--- src/rtl/vecmat_add_tree_pkg.sv ---
// ---------------------------------------------------------------------------
// vecmat_pkg : shared helpers for the vecmat adder tree.
//   clog2     - ceiling log2 for elaboration-time sizing
//   tree_lat  - number of register stages in the tree
//   sat_add   - DW-generic signed add with overflow flag. Operands must be
//               sign-extended to MAXW bits; the caller keeps the low DW bits.
//   LEVELS / TREE_LAT - values for the default 32-lane, PIPE_EVERY=1 build.
// Optional feature macro: VECADD_SATURATE_EN (saturate instead of wrap).
// ---------------------------------------------------------------------------
package vecmat_pkg;

   localparam int unsigned MAXW = 64;

   typedef struct packed {
      logic            ovf;
      logic [MAXW-1:0] val;
   } add_res_t;

   function automatic int unsigned clog2(input int unsigned v);
      int unsigned r;
      longint unsigned x;
      r = 0;
      x = 1;
      while (x < longint'(v)) begin
         x = x << 1;
         r = r + 1;
      end
      return r;
   endfunction

   function automatic int unsigned tree_lat(input int unsigned levels,
                                            input int unsigned pipe_every);
      return (levels + pipe_every - 1) / pipe_every;
   endfunction

   localparam int unsigned LEVELS   = clog2(32);
   localparam int unsigned TREE_LAT = tree_lat(LEVELS, 1);

   // Operands are exact (sign-extended), so the MAXW-bit sum never wraps;
   // leaving the DW-bit range is then exactly "equal signs, different result".
   function automatic add_res_t sat_add(input logic signed [MAXW-1:0] a,
                                        input logic signed [MAXW-1:0] b,
                                        input int unsigned             dw);
      logic signed [MAXW-1:0] s;
      logic signed [MAXW-1:0] hi;
      logic signed [MAXW-1:0] lo;
      add_res_t               r;
      s     = a + b;
      hi    = (64'sd1 <<< (dw - 1)) - 64'sd1;
      lo    = -hi - 64'sd1;
      r.ovf = (s > hi) || (s < lo);
      r.val = s;
`ifdef VECADD_SATURATE_EN
      if (s > hi) begin
         r.val = hi;
      end else if (s < lo) begin
         r.val = lo;
      end
`endif
      return r;
   endfunction

endpackage

--- src/rtl/vecmat_add_tree_level.sv ---
// ---------------------------------------------------------------------------
// vecmat_add_level : one level of the reduction tree.
// Adds adjacent lane pairs (IN_LANES -> IN_LANES/2) and ORs any adder
// overflow into the beat's ovf bit. With REG=1 data and sideband
// (valid/first/last/ovf) are registered; with REG=0 the level is combinational.
// Ports:
//   clk, reset                    clock, synchronous active-low reset
//   i_valid/i_first/i_last/i_ovf  sideband in
//   i_data  [IN_LANES*DW]         lanes in
//   o_valid/o_first/o_last/o_ovf  sideband out
//   o_data  [IN_LANES/2*DW]       pairwise sums out
// Optional feature macro: VECADD_SATURATE_EN (via vecmat_pkg::sat_add).
// ---------------------------------------------------------------------------
module vecmat_add_level
   import vecmat_pkg::*;
#(
   parameter int unsigned DW       = 16,
   parameter int unsigned IN_LANES = 2,
   parameter bit          REG      = 1'b1
) (
   input  logic                         clk,
   input  logic                         reset,
   input  logic                         i_valid,
   input  logic                         i_first,
   input  logic                         i_last,
   input  logic                         i_ovf,
   input  logic [IN_LANES*DW-1:0]       i_data,
   output logic                         o_valid,
   output logic                         o_first,
   output logic                         o_last,
   output logic                         o_ovf,
   output logic [(IN_LANES/2)*DW-1:0]   o_data
);

   localparam int unsigned OUT_LANES = IN_LANES / 2;

   logic [OUT_LANES*DW-1:0] w_sum;
   logic                    w_ovf;
   logic [DW-1:0]           w_a;
   logic [DW-1:0]           w_b;
   add_res_t                w_res;

   always_comb begin
      w_sum = '0;
      w_ovf = i_ovf;
      w_a   = '0;
      w_b   = '0;
      w_res = '0;
      for (int unsigned k = 0; k < OUT_LANES; k++) begin
         w_a   = i_data[(2*k)*DW +: DW];
         w_b   = i_data[(2*k+1)*DW +: DW];
         w_res = sat_add({{(MAXW-DW){w_a[DW-1]}}, w_a},
                         {{(MAXW-DW){w_b[DW-1]}}, w_b}, DW);
         w_sum[k*DW +: DW] = w_res.val[DW-1:0];
         w_ovf = w_ovf | w_res.ovf;
      end
   end

   generate
      if (REG) begin : g_reg
         always_ff @(posedge clk) begin
            if (!reset) begin
               o_valid <= 1'b0;
               o_first <= 1'b0;
               o_last  <= 1'b0;
               o_ovf   <= 1'b0;
               o_data  <= '0;
            end else begin
               o_valid <= i_valid;
               o_first <= i_first;
               o_last  <= i_last;
               o_ovf   <= w_ovf;
               o_data  <= w_sum;
            end
         end
      end else begin : g_comb
         assign o_valid = i_valid;
         assign o_first = i_first;
         assign o_last  = i_last;
         assign o_ovf   = w_ovf;
         assign o_data  = w_sum;
      end
   endgenerate

endmodule

--- src/rtl/vecmat_add_tree.sv ---
// ---------------------------------------------------------------------------
// vecmat_add_tree : pipelined NUM_IN-lane signed reduction tree with a
// multi-beat accumulator and overflow tracking.
// Ports:
//   clk        clock
//   reset      synchronous, active-low reset
//   in_valid   beat present
//   in_first   beat starts a new accumulation
//   in_last    beat ends the accumulation
//   in_data    NUM_IN*DW lanes, lane k = in_data[k*DW +: DW]
//   out_valid  one-cycle result pulse
//   out_data   accumulated result, held between pulses
//   out_ovf    overflow/saturation seen anywhere in this result
// Latency from an in_last beat to out_valid: ceil(LEVELS/PIPE_EVERY)+1.
// Optional feature macro: VECADD_SATURATE_EN (saturate instead of wrap).
// ---------------------------------------------------------------------------
module vecmat_add_tree
   import vecmat_pkg::*;
#(
   parameter int unsigned DW         = 16,
   parameter int unsigned NUM_IN     = 32,
   parameter int unsigned PIPE_EVERY = 1
) (
   input  logic                 clk,
   input  logic                 reset,
   input  logic                 in_valid,
   input  logic                 in_first,
   input  logic                 in_last,
   input  logic [NUM_IN*DW-1:0] in_data,
   output logic                 out_valid,
   output logic [DW-1:0]        out_data,
   output logic                 out_ovf
);

   localparam int unsigned L_LEVELS = clog2(NUM_IN);

   // Level j uses only the low (NUM_IN>>j)*DW bits of w_data[j].
   logic [NUM_IN*DW-1:0] w_data [0:L_LEVELS];
   logic [L_LEVELS:0]    w_valid;
   logic [L_LEVELS:0]    w_first;
   logic [L_LEVELS:0]    w_last;
   logic [L_LEVELS:0]    w_ovf;

   assign w_data[0]  = in_data;
   assign w_valid[0] = in_valid;
   assign w_first[0] = in_first;
   assign w_last[0]  = in_last;
   assign w_ovf[0]   = 1'b0;

   generate
      for (genvar j = 1; j <= L_LEVELS; j++) begin : g_lvl
         localparam int unsigned IN_L = NUM_IN >> (j - 1);
         localparam bit          LREG = ((j % PIPE_EVERY) == 0) || (j == L_LEVELS);

         vecmat_add_level #(
            .DW       (DW),
            .IN_LANES (IN_L),
            .REG      (LREG)
         ) u_lvl (
            .clk     (clk),
            .reset   (reset),
            .i_valid (w_valid[j-1]),
            .i_first (w_first[j-1]),
            .i_last  (w_last[j-1]),
            .i_ovf   (w_ovf[j-1]),
            .i_data  (w_data[j-1][IN_L*DW-1:0]),
            .o_valid (w_valid[j]),
            .o_first (w_first[j]),
            .o_last  (w_last[j]),
            .o_ovf   (w_ovf[j]),
            .o_data  (w_data[j][(IN_L/2)*DW-1:0])
         );

         assign w_data[j][NUM_IN*DW-1:(IN_L/2)*DW] = '0;
      end
   endgenerate

   logic [DW-1:0] r_acc;
   logic          r_acc_ovf;
   logic          r_out_valid;
   logic [DW-1:0] r_out_data;
   logic          r_out_ovf;

   logic [DW-1:0] w_sum;
   logic [DW-1:0] w_base;
   logic          w_base_ovf;
   add_res_t      w_res;
   logic [DW-1:0] w_new;
   logic          w_new_ovf;

   // A first beat restarts from zero, silently dropping any partial result.
   always_comb begin
      w_sum      = w_data[L_LEVELS][DW-1:0];
      w_base     = w_first[L_LEVELS] ? '0 : r_acc;
      w_base_ovf = w_first[L_LEVELS] ? 1'b0 : r_acc_ovf;
      w_res      = sat_add({{(MAXW-DW){w_base[DW-1]}}, w_base},
                           {{(MAXW-DW){w_sum[DW-1]}}, w_sum}, DW);
      w_new      = w_res.val[DW-1:0];
      w_new_ovf  = w_res.ovf | w_ovf[L_LEVELS] | w_base_ovf;
   end

   always_ff @(posedge clk) begin
      if (!reset) begin
         r_acc       <= '0;
         r_acc_ovf   <= 1'b0;
         r_out_valid <= 1'b0;
         r_out_data  <= '0;
         r_out_ovf   <= 1'b0;
      end else begin
         r_out_valid <= 1'b0;
         if (w_valid[L_LEVELS]) begin
            if (w_last[L_LEVELS]) begin
               r_out_valid <= 1'b1;
               r_out_data  <= w_new;
               r_out_ovf   <= w_new_ovf;
               r_acc       <= '0;
               r_acc_ovf   <= 1'b0;
            end else begin
               r_acc       <= w_new;
               r_acc_ovf   <= w_new_ovf;
            end
         end
      end
   end

   assign out_valid = r_out_valid;
   assign out_data  = r_out_data;
   assign out_ovf   = r_out_ovf;

endmodule

--- config.mk ---
export PLATFORM = sky130hd
export DESIGN_NAME = vecmat_add_tree
export DESIGN_NICKNAME = d
export VERILOG_FILES = /design/src/rtl/vecmat_add_tree_pkg.sv /design/src/rtl/vecmat_add_tree_level.sv /design/src/rtl/vecmat_add_tree.sv
export SDC_FILE = /design/constraint.sdc
export NUM_CORES = 1
export LEC_CHECK = 0
export BUFFER_PORTS_ARGS = -buffer_cell sky130_fd_sc_hd__buf_4
export CORE_UTILIZATION = 53
export CTS_CLUSTER_SIZE = 16
export DETAILED_ROUTE_END_ITERATION = 8
export HOLD_SLACK_MARGIN = 0.08
export PLACE_DENSITY = 0.73
export RECOVER_POWER = 100
export SLEW_MARGIN = 10
export SYNTH_ARGS = -nofsm -noshare
export SYNTH_HDL_FRONTEND = slang
export SYNTH_SLANG_ARGS = --single-unit
--- constraint.sdc ---
create_clock -name clk -period 9.4 [get_ports clk]
set_input_delay 0.94 -clock clk [delete_from_list [all_inputs] [get_ports clk]]
set_output_delay 0.94 -clock clk [all_outputs]
set_load 0.03 [all_outputs]
---- After elaboration in Yosys (flattened, before gate mapping) ----
Index checks and enable logic that the tools add are counted.
storage, ports and cells
  memories kept ........................... 0
  bits of input ports ..................... 517
  bits in latches ......................... 0
  word-level logic and storage cells ...... 197
  register bits ........................... 551
  bits in writable memories ............... 0
  output and inout port bits .............. 18
  memory bits (read-only) ................. 0
operators by class
  magnitude comparators ................... 64
  muxes and demuxes ....................... 5
  shift operators ......................... 0
  equality and inequality tests ........... 0
  reduce and logical (&&, ||, !) cells .... 34
  divide/modulo/power cells ............... 0
  add/subtract/negate cells ............... 32
  multiply operators ...................... 0
  bitwise logic cells ..................... 32
operators by type and width
  kind                  number
  $gt 64x16->1 const B  31
  $lt 64x16->1 const B  31
  $add 16x16->17        32
  $logic_or 1x1->1      32
  $mux 16               2
  $or 1x1->1            32
  $gt 17x16->1 const B  1
  $lt 17x16->1 const B  1
  $reduce_and 2->1      2
  $mux 1                3

---- Longest topological paths before layout ----
Gate-level depths: netlist of the first run.
  word-level depth ........................ 18
  mapped depth ............................ 13
  mapped depth without buffers ............ 13

---- Modules after synthesis ----
Synthesis of the first run repeated with hierarchy kept, for this count alone.
second synthesis, totals
  cells, all modules ...................... 4144
  area total of the unflattened synthesis .. 36211.0 µm²
by module, submodules not included
  module                             times used  area an instance (µm²)  cells each  seq. area each (µm²)
  vecmat_add_level (g_lvl[1].u_lvl)  1           17369.2                 2002        5205.0
  vecmat_add_level (g_lvl[2].u_lvl)  1           8620.8                  974         2642.5
  vecmat_add_level (g_lvl[3].u_lvl)  1           4405.5                  506         1361.3
  vecmat_add_level (g_lvl[4].u_lvl)  1           2341.0                  256         720.7
  vecmat_add_tree                    1           2210.9                  268         700.7
  vecmat_add_level (g_lvl[5].u_lvl)  1           1263.7                  138         400.4

---- Worst setup path after synthesis of the first run ----
No wires, ideal clock.
  path kind ............................... input to register
  from .................................... input in_data[0]
  to ...................................... register g_lvl[1].u_lvl.o_ovf
  data required time ...................... 9.262 ns
  path buffers ............................ 0
  stages on the path ...................... 12
  setup time .............................. 0.138 ns
  setup slack ............................. 5.831 ns
  arrival time ............................ 3.431 ns
  cell sequence ........................... ha_1 fa_1 a211oi_1 nor2_1 o311a_1 nor4b_1 o41ai_1 mux2i_1 o311a_1 nand4_1 nor4_1 a41oi_1
between the ends
  cells in the longest elaborated chain, start to end .. 18
  elaborated cells on any way between the ends .. 19
  classes of those cells .................. add/sub: 1; order compare: 2; bitwise: 15; reduce/logical: 1
RTL lines
  item                                          line                         source
  start, declared                               vecmat_add_tree.sv:29        input logic [NUM_IN*DW-1:0] in_data,
  $add 16x16->17 *                              vecmat_add_tree_pkg.sv:48    s = a + b;
  $gt 64x16->1 or $lt 64x16->1 (tied branches)  vecmat_add_tree_pkg.sv:51    r.ovf = (s > hi) || (s < lo);
  $logic_or 1x1->1 *                            vecmat_add_tree_pkg.sv:51
  $or 1x1->1 * (15 in series)                   vecmat_add_tree_level.sv:55  w_ovf = w_ovf | w_res.ovf;
  end signal, assigned                          vecmat_add_tree_level.sv:72  o_ovf <= w_ovf;
  end, declared                                 vecmat_add_tree_level.sv:31  output logic o_ovf,
Mark *: on every way between the ends. The rest lies on a longest branch, timed or not.
A chain may end at the register's enable or synchronous reset.

==> results.sh, run 1 <==
export IMPL_synth_edf_count=0
export IMPL_synth_cell_area_mm2=0.0352
export IMPL_async_reset_ff_frac=0
export IMPL_rsz0062_at_grt="no"
export IMPL_drive_above_1_share=0.149
export IMPL_rr_startpoint="g_lvl[5].u_lvl.o_first"
export IMPL_io_pins=535
export IMPL_yosysTopAreaCellShare=0.313
export IMPL_placed_cells=5347
export IMPL_port_buffers=534
export IMPL_clkTransAtPathRegs_ns=0.06
export IMPL_finalPower_mw=8.25
export IMPL_clock_latency_ns=0.61
export IMPL_grt_usage=0.249
export IMPL_synth_compound_area_frac=0.193
export IMPL_setup_violations=0
export IMPL_dr_pass1_iters=5
export IMPL_ys_seq_elements=551
export IMPL_min_path_type="flip-flop to flip-flop"
export IMPL_synthMuxAreaShare=0.00114
export IMPL_setup_worst_path_class="input port to flip-flop"
export IMPL_leakagePower_nw=19.7
export IMPL_die_area_mm2=0.0675
export IMPL_finalHoldViolCount=0
export IMPL_synth_area_leaders="dfxtp_1 (31%), ha_1 (18%), nor2_1 (5.4%)"
export IMPL_antenna_found_initial=1
export IMPL_ys_types=79
export IMPL_ir_worst_vdd_v=0.000144
export IMPL_r2r_slack_ns=5.18
export IMPL_ys_flop_type="dfxtp_1"
export IMPL_routed_wl_um=86800
export IMPL_rows=94
export IMPL_setup_tns_ns=0
export IMPL_nets=5602
export IMPL_tightestPinTransition_ns=4.32
export IMPL_final_area_mm2=0.0422
export IMPL_cp_start_kind="input port"
export IMPL_cts_resized=0
export IMPL_fin_skew_ns=0.0134
export IMPL_yosysWarningCount=0
export IMPL_cts_tree="built"
export IMPL_fp_dieW_um=260
export IMPL_avgSynthCellArea_um2=8.78
export IMPL_grt_max_degree=214
export IMPL_cts_htree_levels=2
export IMPL_antenna_left=0
export IMPL_synthesis_nets=5075
export IMPL_crit_arrival_ns=6.68
export IMPL_violations="max-capacitance violations, max-slew violations"
export IMPL_remaining_drc_errors=0
export IMPL_cts_root_buf="clkbuf_16"
export IMPL_synth_top_family_by_area="adder cells"
export IMPL_clock_sinks=551
export IMPL_r2r_end="out_data[14]"
export IMPL_end_kind="flip-flop"
export IMPL_vias=30100
export IMPL_gp_congestion=0.912
export IMPL_min_period_ns=6.19
export IMPL_fp_dieH_um=260
export IMPL_fin_crit_sh=0.659
export IMPL_synth_simple_area_share=0.187
export IMPL_cp_max_fo=213
export IMPL_synthToLayoutAreaGrowth_pct=19.6
export IMPL_powerDensity_mw_per_mm2=196
export IMPL_slew_violations=273
export IMPL_synthXorXnorAreaFrac=0.0892
export IMPL_place_area_mm2=0.0401
export IMPL_clockBufferDepth=3
export IMPL_cts_hold_buf=0
export IMPL_coreArea_mm2=0.0657
export IMPL_yosysTopAreaCell="dfxtp_1"
export IMPL_hold_start="g_lvl[2].u_lvl.o_valid"
export IMPL_max_cap_violations=3
export IMPL_multi_input_area_mm2=0.0236
export IMPL_overflow=0
export IMPL_drtIter0Drc=1436
export IMPL_place_ws_ns=4.62
export IMPL_grt_pass1_wl_um=138000
export IMPL_worst_ep_required_time_ns=9.89
export IMPL_min_to="g_lvl[3].u_lvl.o_valid"
export IMPL_ys_seq_area_frac=0.313
export IMPL_fin_util=0.641
export IMPL_slew_headroom=-1.88
export IMPL_timing_hold_ws_ns=0.428
export IMPL_yosys_area_share_adder=0.200
export IMPL_initial_core_util=0.536
export IMPL_grt_pass1_vias=28300
export IMPL_dp_hpwl_um=68900
export IMPL_post_cts_buffers=0
export IMPL_hold_depth=1
export IMPL_outcome="finished, violations left"
export IMPL_numCtsBuffers=56
export IMPL_final_instance_count_excl_fill=5454
export IMPL_wl_per_cell_um=15.9
export IMPL_fillerInstances=5755
export IMPL_max_freq_ghz=0.161
export IMPL_syn_inst=4014
export IMPL_seq_area_mm2=0.0110
export IMPL_reg2reg_depth=13
export IMPL_via_per_inst=5.53
export IMPL_worst_slack_ns=3.21
[per-layer routing]
metal | part of all wire | wire length (µm) | GRT usage | up-vias
met5 | 0 | 0 | 0 | -
met4 | 0.023 | 1990 | 0.0693 | 0
met3 | 0.040 | 3490 | 0.0318 | 122
met2 | 0.48 | 41500 | 0.428 | 599
met1 | 0.46 | 39900 | 0.324 | 13900
li1 | - | - | - | 15500
[synthesized netlist by cell type, types with 70 or more instances]
master      n
xor2_1    179
nor2b_1    72
dfxtp_1   551
inv_1      89
and2_1    141
nand3_1    71
nand2_1   176
o21ai_0   169
a21o_1    127
clkbuf_1   70
xnor2_1   180
a21oi_1   315
nor3_1    135
nor2_1    507
a211oi_1   71
ha_1      512
[cell families after synthesis]
family | count (synthesis)
compound gates | 1045
xor+xnor | 359
fa+ha+maj | 544
buf+inv | 160
flops | 551
mux | 4
simple gates | 1351
[how the worst max path moves through the flow]
| stage | end | slack [ns] | from |
|---|---|---|---|
| 5_1_grt | g_lvl[1].u_lvl.o_data[172] | 2.53 | reset |
| 6_report | g_lvl[1].u_lvl.o_data[172] | 3.21 | reset |
| 3_3_place_gp | g_lvl[1].u_lvl.o_ovf | 4.59 | in_data[289] |
| 3_5_place_dp | g_lvl[1].u_lvl.o_ovf | 4.62 | in_data[289] |
| 2_1_floorplan | g_lvl[1].u_lvl.o_ovf | 5.83 | in_data[0] |
| 4_1_cts | g_lvl[1].u_lvl.o_ovf | 5.24 | in_data[289] |
[worst max-delay path: stages]
cell      delay (ns)
clkbuf_1        0.57
inv_8           0.81
clkbuf_2        3.12
buf_4           0.87
a21oi_1         0.08
o21ai_0         0.10
a21oi_1         0.08
[placed cells by master (no fill, tap or decap), types with 9 or more instances in the layout]
master / count
o21a_1: 66
buf_4: 500
o211ai_1: 21
nor2b_1: 72
inv_1: 89
nand4_1: 17
dfxtp_1: 551
ha_1: 512
o41ai_1: 11
nor4_1: 12
and2_0: 42
nor3_1: 135
clkbuf_16: 57
a31o_2: 13
nand3_1: 71
nand2_1: 176
a21oi_1: 315
bufinv_16: 15
or3_1: 33
a31oi_1: 46
a21o_1: 127
a211o_1: 19
a211oi_1: 71
clkinvlp_4: 9
xor2_1: 179
fa_1: 32
clkbuf_4: 17
or2_2: 34
a2111oi_0: 14
o31ai_1: 27
xnor2_1: 180
nand2b_1: 63
o21ai_0: 170
nor2_1: 507
clkbuf_1: 27
nor3b_1: 23
and2_1: 99
o21bai_1: 46
and3_1: 38
[state kept, by name (all words and copies together), names as in the netlist]
name                 flops
g_lvl.u_lvl.o_data     496
g_lvl.u_lvl.o_first      5
g_lvl.u_lvl.o_last       5
g_lvl.u_lvl.o_ovf        5
g_lvl.u_lvl.o_valid      5
out_data                16
out_ovf                  1
out_valid                1
r_acc                   16
r_acc_ovf                1
[layout make-up]
| cell class | count | share of cell area |
|---|---|---|
| Timing Repair Buffer | 539 | 0.0941 |
| Tap cell | 864 | 0.0256 |
| Clock inverter | 39 | 0.0147 |
| Antenna cell | 1 | 0.0000594 |
| Clock buffer | 67 | 0.0357 |
| Multi-Input combinational cell | 3303 | 0.560 |
| Sequential cell | 551 | 0.262 |
| Inverter | 90 | 0.00819 |
[power by group]
group	internal, mW	switching, mW
clock	1.56	0.968
sequential	2.75	0.197
combinational	1.27	1.50
Power figures use the tool's default switching activity.
==> run 2: changes to the inputs <==
PLACE_DENSITY = 0.76   (was 0.73)
clock period = 5.25 ns   (was 9.4 ns; I/O delays follow)
==> run 2 against run 1 <==
Effect of this change:
- the flow still finishes with violations (max-capacitance violations, max-slew violations)
- total power grew 75%
- routed wire length is 1.1% lower
- register-to-register slack got worse by 4.3 ns
- final area shrank 0.38%
- worst setup slack got worse by 2.3 ns
- combinational power up 78%
- utilization down 0.25 points
- clock power grew 68%
- clock-buffer cell count grew 10
- non-clock buffer count up 4
- flip-flop and latch count unchanged
==> results.sh, run 2 (same netlist as run 1, synthesis figures left out) <==
export IMPL_outcome="finished, violations left"
export IMPL_violations="max-capacitance violations, max-slew violations"
export IMPL_final_common_cell="dfxtp_1"
export IMPL_grt_max_degree=151
export IMPL_crit_family="compound AO/OA/AOI/OAI gates"
export IMPL_finalHoldViolCount=0
export IMPL_slew_headroom=-1.41
export IMPL_antenna_found_initial=0
export IMPL_rows=94
export IMPL_p_sw_frac=0.325
export IMPL_max_cap_violations=7
export IMPL_worst_path_max_delay_cell="clkbuf_1"
export IMPL_rsz0062_at_grt="no"
export IMPL_min_path_type="input port to flip-flop"
export IMPL_cts_hold_buf=0
export IMPL_initial_core_util=0.536
export IMPL_clock_latency_ns=0.60
export IMPL_ir_worst_vdd_v=0.000235
export IMPL_vias=30100
export IMPL_cts_tree="built"
export IMPL_leakagePower_nw=19.7
export IMPL_fp_dieH_um=260
export IMPL_dp_hpwl_um=68600
export IMPL_remaining_drc_errors=0
export IMPL_power_internal_mw=9.77
export IMPL_fin_skew_ns=0.0131
export IMPL_cts_htree_levels=2
export IMPL_nets=5607
export IMPL_dr_pass1_iters=5
export IMPL_drive_above_1_share=0.146
export IMPL_cp_start_kind="flip-flop"
export IMPL_final_area_mm2=0.0420
export IMPL_synthToLayoutAreaGrowth_pct=19.2
export IMPL_cp_max_fo=17
export IMPL_timing_hold_ws_ns=0.140
export IMPL_coreArea_mm2=0.0657
export IMPL_combPwrFrac=0.341
export IMPL_grt_usage=0.247
export IMPL_setup_tns_ns=0
export IMPL_antenna_left=0
export IMPL_cp_depth=14
export IMPL_reg2reg_depth=14
export IMPL_powerDensity_mw_per_mm2=344
export IMPL_numCtsBuffers=57
export IMPL_p_seq_frac=0.365
export IMPL_clockBufferDepth=3
export IMPL_routed_wl_um=85900
export IMPL_wl_per_cell_um=15.7
export IMPL_cts_root_buf="clkbuf_16"
export IMPL_via_per_inst=5.53
export IMPL_setup_violations=0
export IMPL_overflow=0
export IMPL_tightestPinTransition_ns=3.62
export IMPL_layout_common_cells="dfxtp_1 (551), ha_1 (512), nor2_1 (507)"
export IMPL_place_area_mm2=0.0402
export IMPL_gp_congestion=0.938
export IMPL_largest_reg_flops=496
export IMPL_clkPwrFrac=0.294
export IMPL_top_register="g_lvl.u_lvl.o_data"
export IMPL_critPathMaxStageDelay_ns=0.63
export IMPL_worst_slack_ns=0.899
export IMPL_cp_startpoint="g_lvl[5].u_lvl.o_first"
export IMPL_port_buffers=534
export IMPL_min_period_ns=4.35
export IMPL_die_area_mm2=0.0675
export IMPL_path_buf_inv=1
export IMPL_clkTransAtPathRegs_ns=0.06
export IMPL_grt_pass1_vias=28700
export IMPL_place_ws_ns=0.820
export IMPL_p_switching_mw=4.69
export IMPL_worst_ep_required_time_ns=5.72
export IMPL_max_freq_ghz=0.230
export IMPL_fp_dieW_um=260
export IMPL_clock_sinks=551
export IMPL_grt_pass1_wl_um=137000
export IMPL_drtIter0Drc=1432
export IMPL_crit_arrival_ns=4.82
export IMPL_io_pins=535
export IMPL_cts_resized=0
export IMPL_path_cells="clkbuf_1 > nor2b_1 > ha_1 > fa_1 > a21o_1 > a21oi_1 > o21ai_0 > o41ai_1 > o21ai_0 > o41a_1 > a21oi_1 > xor2_1 > o22ai_1 > and2_1"
export IMPL_end_kind="flip-flop"
export IMPL_fin_crit_sh=0.829
export IMPL_crit_end="r_acc[14]"
export IMPL_rr_startpoint="g_lvl[5].u_lvl.o_first"
export IMPL_setup_worst_path_class="flip-flop to flip-flop"
export IMPL_r2r_end="r_acc[14]"
export IMPL_post_cts_buffers=0
export IMPL_r2r_slack_ns=0.90
export IMPL_antenna_cells=0
export IMPL_slew_violations=405
run 2: changes by cell type in the layout (fill, tap and decap cells not counted), sizes merged, moves of 3 or more:
| cell | previous run | this run |
|---|---|---|
| clkinvlp | 9 | 3 |
| inv | 94 | 91 |
| clkinv | 11 | 16 |
| bufinv | 15 | 7 |
| clkbuf | 106 | 124 |
| buf | 500 | 495 |
run 2: worst min path at each step:
stage,to,cells past startpoint,startpoint
detailed placement,g_lvl[4].u_lvl.o_last,1,g_lvl[3].u_lvl.o_last
finish,g_lvl[1].u_lvl.o_first,2,in_first
floorplan,g_lvl[2].u_lvl.o_first,1,g_lvl[1].u_lvl.o_first
global route,g_lvl[1].u_lvl.o_first,2,in_first
global placement,g_lvl[3].u_lvl.o_valid,1,g_lvl[2].u_lvl.o_valid
CTS,g_lvl[1].u_lvl.o_first,2,in_first
run 2: layout make-up:
class | count | area, µm²
fillers | 5752 | 23700
clock buffers | 77 | 1670
clock inverters | 27 | 325
flip-flops and latches | 551 | 11000
repair buffers | 543 | 3960
well taps | 864 | 1080
inverters | 90 | 345
multi-input cells | 3303 | 23600
run 2: stage by stage:
stage | power [mW] | cells | utilization
4_1_cts | 14.6 | 5455 | 0.641
3_3_place_gp | 10.2 | 5351 | 0.611
3_5_place_dp | 10.3 | 5351 | 0.611
5_1_grt | 15.4 | 5455 | 0.639
6_report | 14.5 | 5455 | 0.639
2_1_floorplan | 8.89 | 4014 | -
run 2: per-layer routing:
layer  vias up  global-route usage  share of wire
met4         0              0.0644          0.020
li1      15500                   -              -
met3       108              0.0284          0.040
met2       580               0.435           0.49
met1     14000               0.318           0.45
met5         -                   0              0
run 2: power by group through the flow:
stage | registers (mW) | clock network [mW] | logic (mW)
CTS | 5.28 | 4.34 | 4.95
finish | 5.28 | 4.25 | 4.93
detailed placement | 5.36 | 0 | 4.90
global placement | 5.36 | 0 | 4.84
floorplan | 5.19 | 0 | 3.69
global route | 5.34 | 4.51 | 5.55
==> run 3: changes to the inputs <==
clock period = 3.6 ns   (was 5.25 ns; I/O delays follow)
==> run 3 against run 2 <==
Effect of this change:
- the flow still finishes with violations (max-capacitance violations, max-slew violations)
- hold slack got worse by 0.018 ns
- global-route usage rose by 0.19 points
- clock skew rose by 0.0028 ns
- utilization rose by 1.2 points
- die area did not move
- worst setup slack got worse by 0.88 ns
==> results.sh, run 3 (same netlist as run 1, synthesis figures left out) <==
export IMPL_overflow=0
export IMPL_grt_pass1_wl_um=138000
export IMPL_place_area_mm2=0.0405
export IMPL_rr_startpoint="g_lvl[1].u_lvl.o_data[80]"
export IMPL_dp_hpwl_um=68900
export IMPL_worst_ep_required_time_ns=4.04
export IMPL_cts_root_buf="clkbuf_16"
export IMPL_finalHoldViolCount=0
export IMPL_clock_sinks=551
export IMPL_grt_usage=0.249
export IMPL_end_kind="flip-flop"
export IMPL_synthToLayoutAreaGrowth_pct=21.4
export IMPL_vias=30600
export IMPL_slew_violations=143
export IMPL_rows=94
export IMPL_initial_core_util=0.536
export IMPL_setup_worst_path_class="input port to flip-flop"
export IMPL_leakagePower_nw=20.0
export IMPL_nets=5665
export IMPL_port_buffers=534
export IMPL_crit_arrival_ns=4.02
export IMPL_max_freq_ghz=0.279
export IMPL_setup_tns_ns=0
export IMPL_multi_input_area_mm2=0.0237
export IMPL_ir_worst_vdd_v=0.000342
export IMPL_min_to="g_lvl[1].u_lvl.o_data[80]"
export IMPL_final_area_mm2=0.0428
export IMPL_grt_pass1_vias=29100
export IMPL_grt_max_degree=102
export IMPL_largest_reg_flops=496
export IMPL_layout_common_cells="dfxtp_1 (550), buf_4 (542), ha_1 (511)"
export IMPL_finalPower_mw=21.5
export IMPL_clockBufferDepth=3
export IMPL_setup_violations=0
export IMPL_routed_wl_um=86900
export IMPL_clock_latency_ns=0.61
export IMPL_dr_pass1_iters=5
export IMPL_antenna_left=0
export IMPL_tightestPinTransition_ns=2.63
export IMPL_via_per_inst=5.54
export IMPL_antenna_cells=0
export IMPL_coreArea_mm2=0.0657
export IMPL_clkTransAtPathRegs_ns=0.06
export IMPL_antenna_found_initial=2
export IMPL_powerDensity_mw_per_mm2=503
export IMPL_hold_depth=3
export IMPL_r2r_slack_ns=0.13
export IMPL_seq_area_mm2=0.0110
export IMPL_cp_max_fo=3
export IMPL_io_pins=535
export IMPL_fin_skew_ns=0.0159
export IMPL_outcome="finished, violations left"
export IMPL_drtIter0Drc=1684
export IMPL_remaining_drc_errors=0
export IMPL_wl_per_cell_um=15.8
export IMPL_final_common_cell="dfxtp_1"
export IMPL_fp_dieW_um=260
export IMPL_hold_start="in_data[176]"
export IMPL_max_cap_violations=2
export IMPL_reg2reg_depth=12
export IMPL_violations="max-capacitance violations, max-slew violations"
export IMPL_fin_crit_sh=0.995
export IMPL_drive_above_1_share=0.159
export IMPL_cp_start_kind="input port"
export IMPL_numCtsBuffers=57
export IMPL_fillerInstances=5607
export IMPL_gp_congestion=0.947
export IMPL_fp_dieH_um=260
export IMPL_fin_util=0.650
export IMPL_cts_htree_levels=2
export IMPL_cts_tree="built"
export IMPL_die_area_mm2=0.0675
export IMPL_slew_headroom=-0.750
export IMPL_min_period_ns=3.58
export IMPL_min_path_type="input port to flip-flop"
export IMPL_r2r_end="g_lvl[2].u_lvl.o_ovf"
export IMPL_rsz0062_at_grt="yes"
export IMPL_top_register="g_lvl.u_lvl.o_data"
## run 3: how the worst max path moves through the flow
stage               slack [ns]                 startpoint              endpoint
floorplan                 0.23  g_lvl[1].u_lvl.o_data[64]  g_lvl[2].u_lvl.o_ovf
global placement         -0.52               in_data[289]  g_lvl[1].u_lvl.o_ovf
detailed placement       -0.56               in_data[289]  g_lvl[1].u_lvl.o_ovf
CTS                      0.002  g_lvl[1].u_lvl.o_data[64]  g_lvl[2].u_lvl.o_ovf
global route             -0.04                in_data[16]  g_lvl[1].u_lvl.o_ovf
finish                    0.02                in_data[16]  g_lvl[1].u_lvl.o_ovf
## run 3: final cells by class
type                    count  area share
repair buffers            601       0.105
clock buffers              70      0.0374
multi-input cells        3303       0.555
inverters                  90     0.00799
flip-flops and latches    551       0.258
clock inverters            38      0.0120
well taps                 864      0.0253
## run 3: metrics by stage
stage,hold slack (ns),std cells,setup WS [ns]
after floorplan,0.412,4014,0.235
after global placement,0.416,5386,-0.520
after detailed placement,0.423,5386,-0.558
after CTS,0.0807,5514,0.00194
after global routing,0.0961,5517,-0.0388
final,0.122,5517,0.0171
## run 3: worst max-delay path, cell delays in order
cell,delay [ns]
dlygate4sd3_1,0.53
buf_4,0.13
ha_1,0.21
fa_1,0.42
a211oi_2,0.19
nor2_1,0.10
o311a_1,0.41
nor4b_4,0.30
o41ai_2,0.15
mux2i_1,0.18
o311a_1,0.21
buf_12,0.12
nand4_1,0.22
nor4_1,0.35
a41oi_1,0.15
## run 3: metal layers
metal | part of all wire | track usage | vias up
met5 | 0 | 0 | -
met4 | 0.027 | 0.0775 | 0
met3 | 0.043 | 0.0279 | 162
met2 | 0.48 | 0.432 | 693
met1 | 0.45 | 0.321 | 14100
li1 | - | - | 15600
## run 3: report_power, final
group	total, mW	internal, mW	switching, mW	leakage [nW]
combinational	7.37	3.42	3.95	14.4
clock	6.46	3.96	2.50	1.03
sequential	7.69	7.19	0.500	4.57
## run 3: repair_timing
action | 4_1_cts | 5_1_grt
setup buffers | 0 | 3
pin swaps | 0 | 15
hold buffers | 20 | 0
setup endpoints to repair | 1 | 8
hold endpoints to repair | 14 | 0
gates resized for setup | 1 | 21
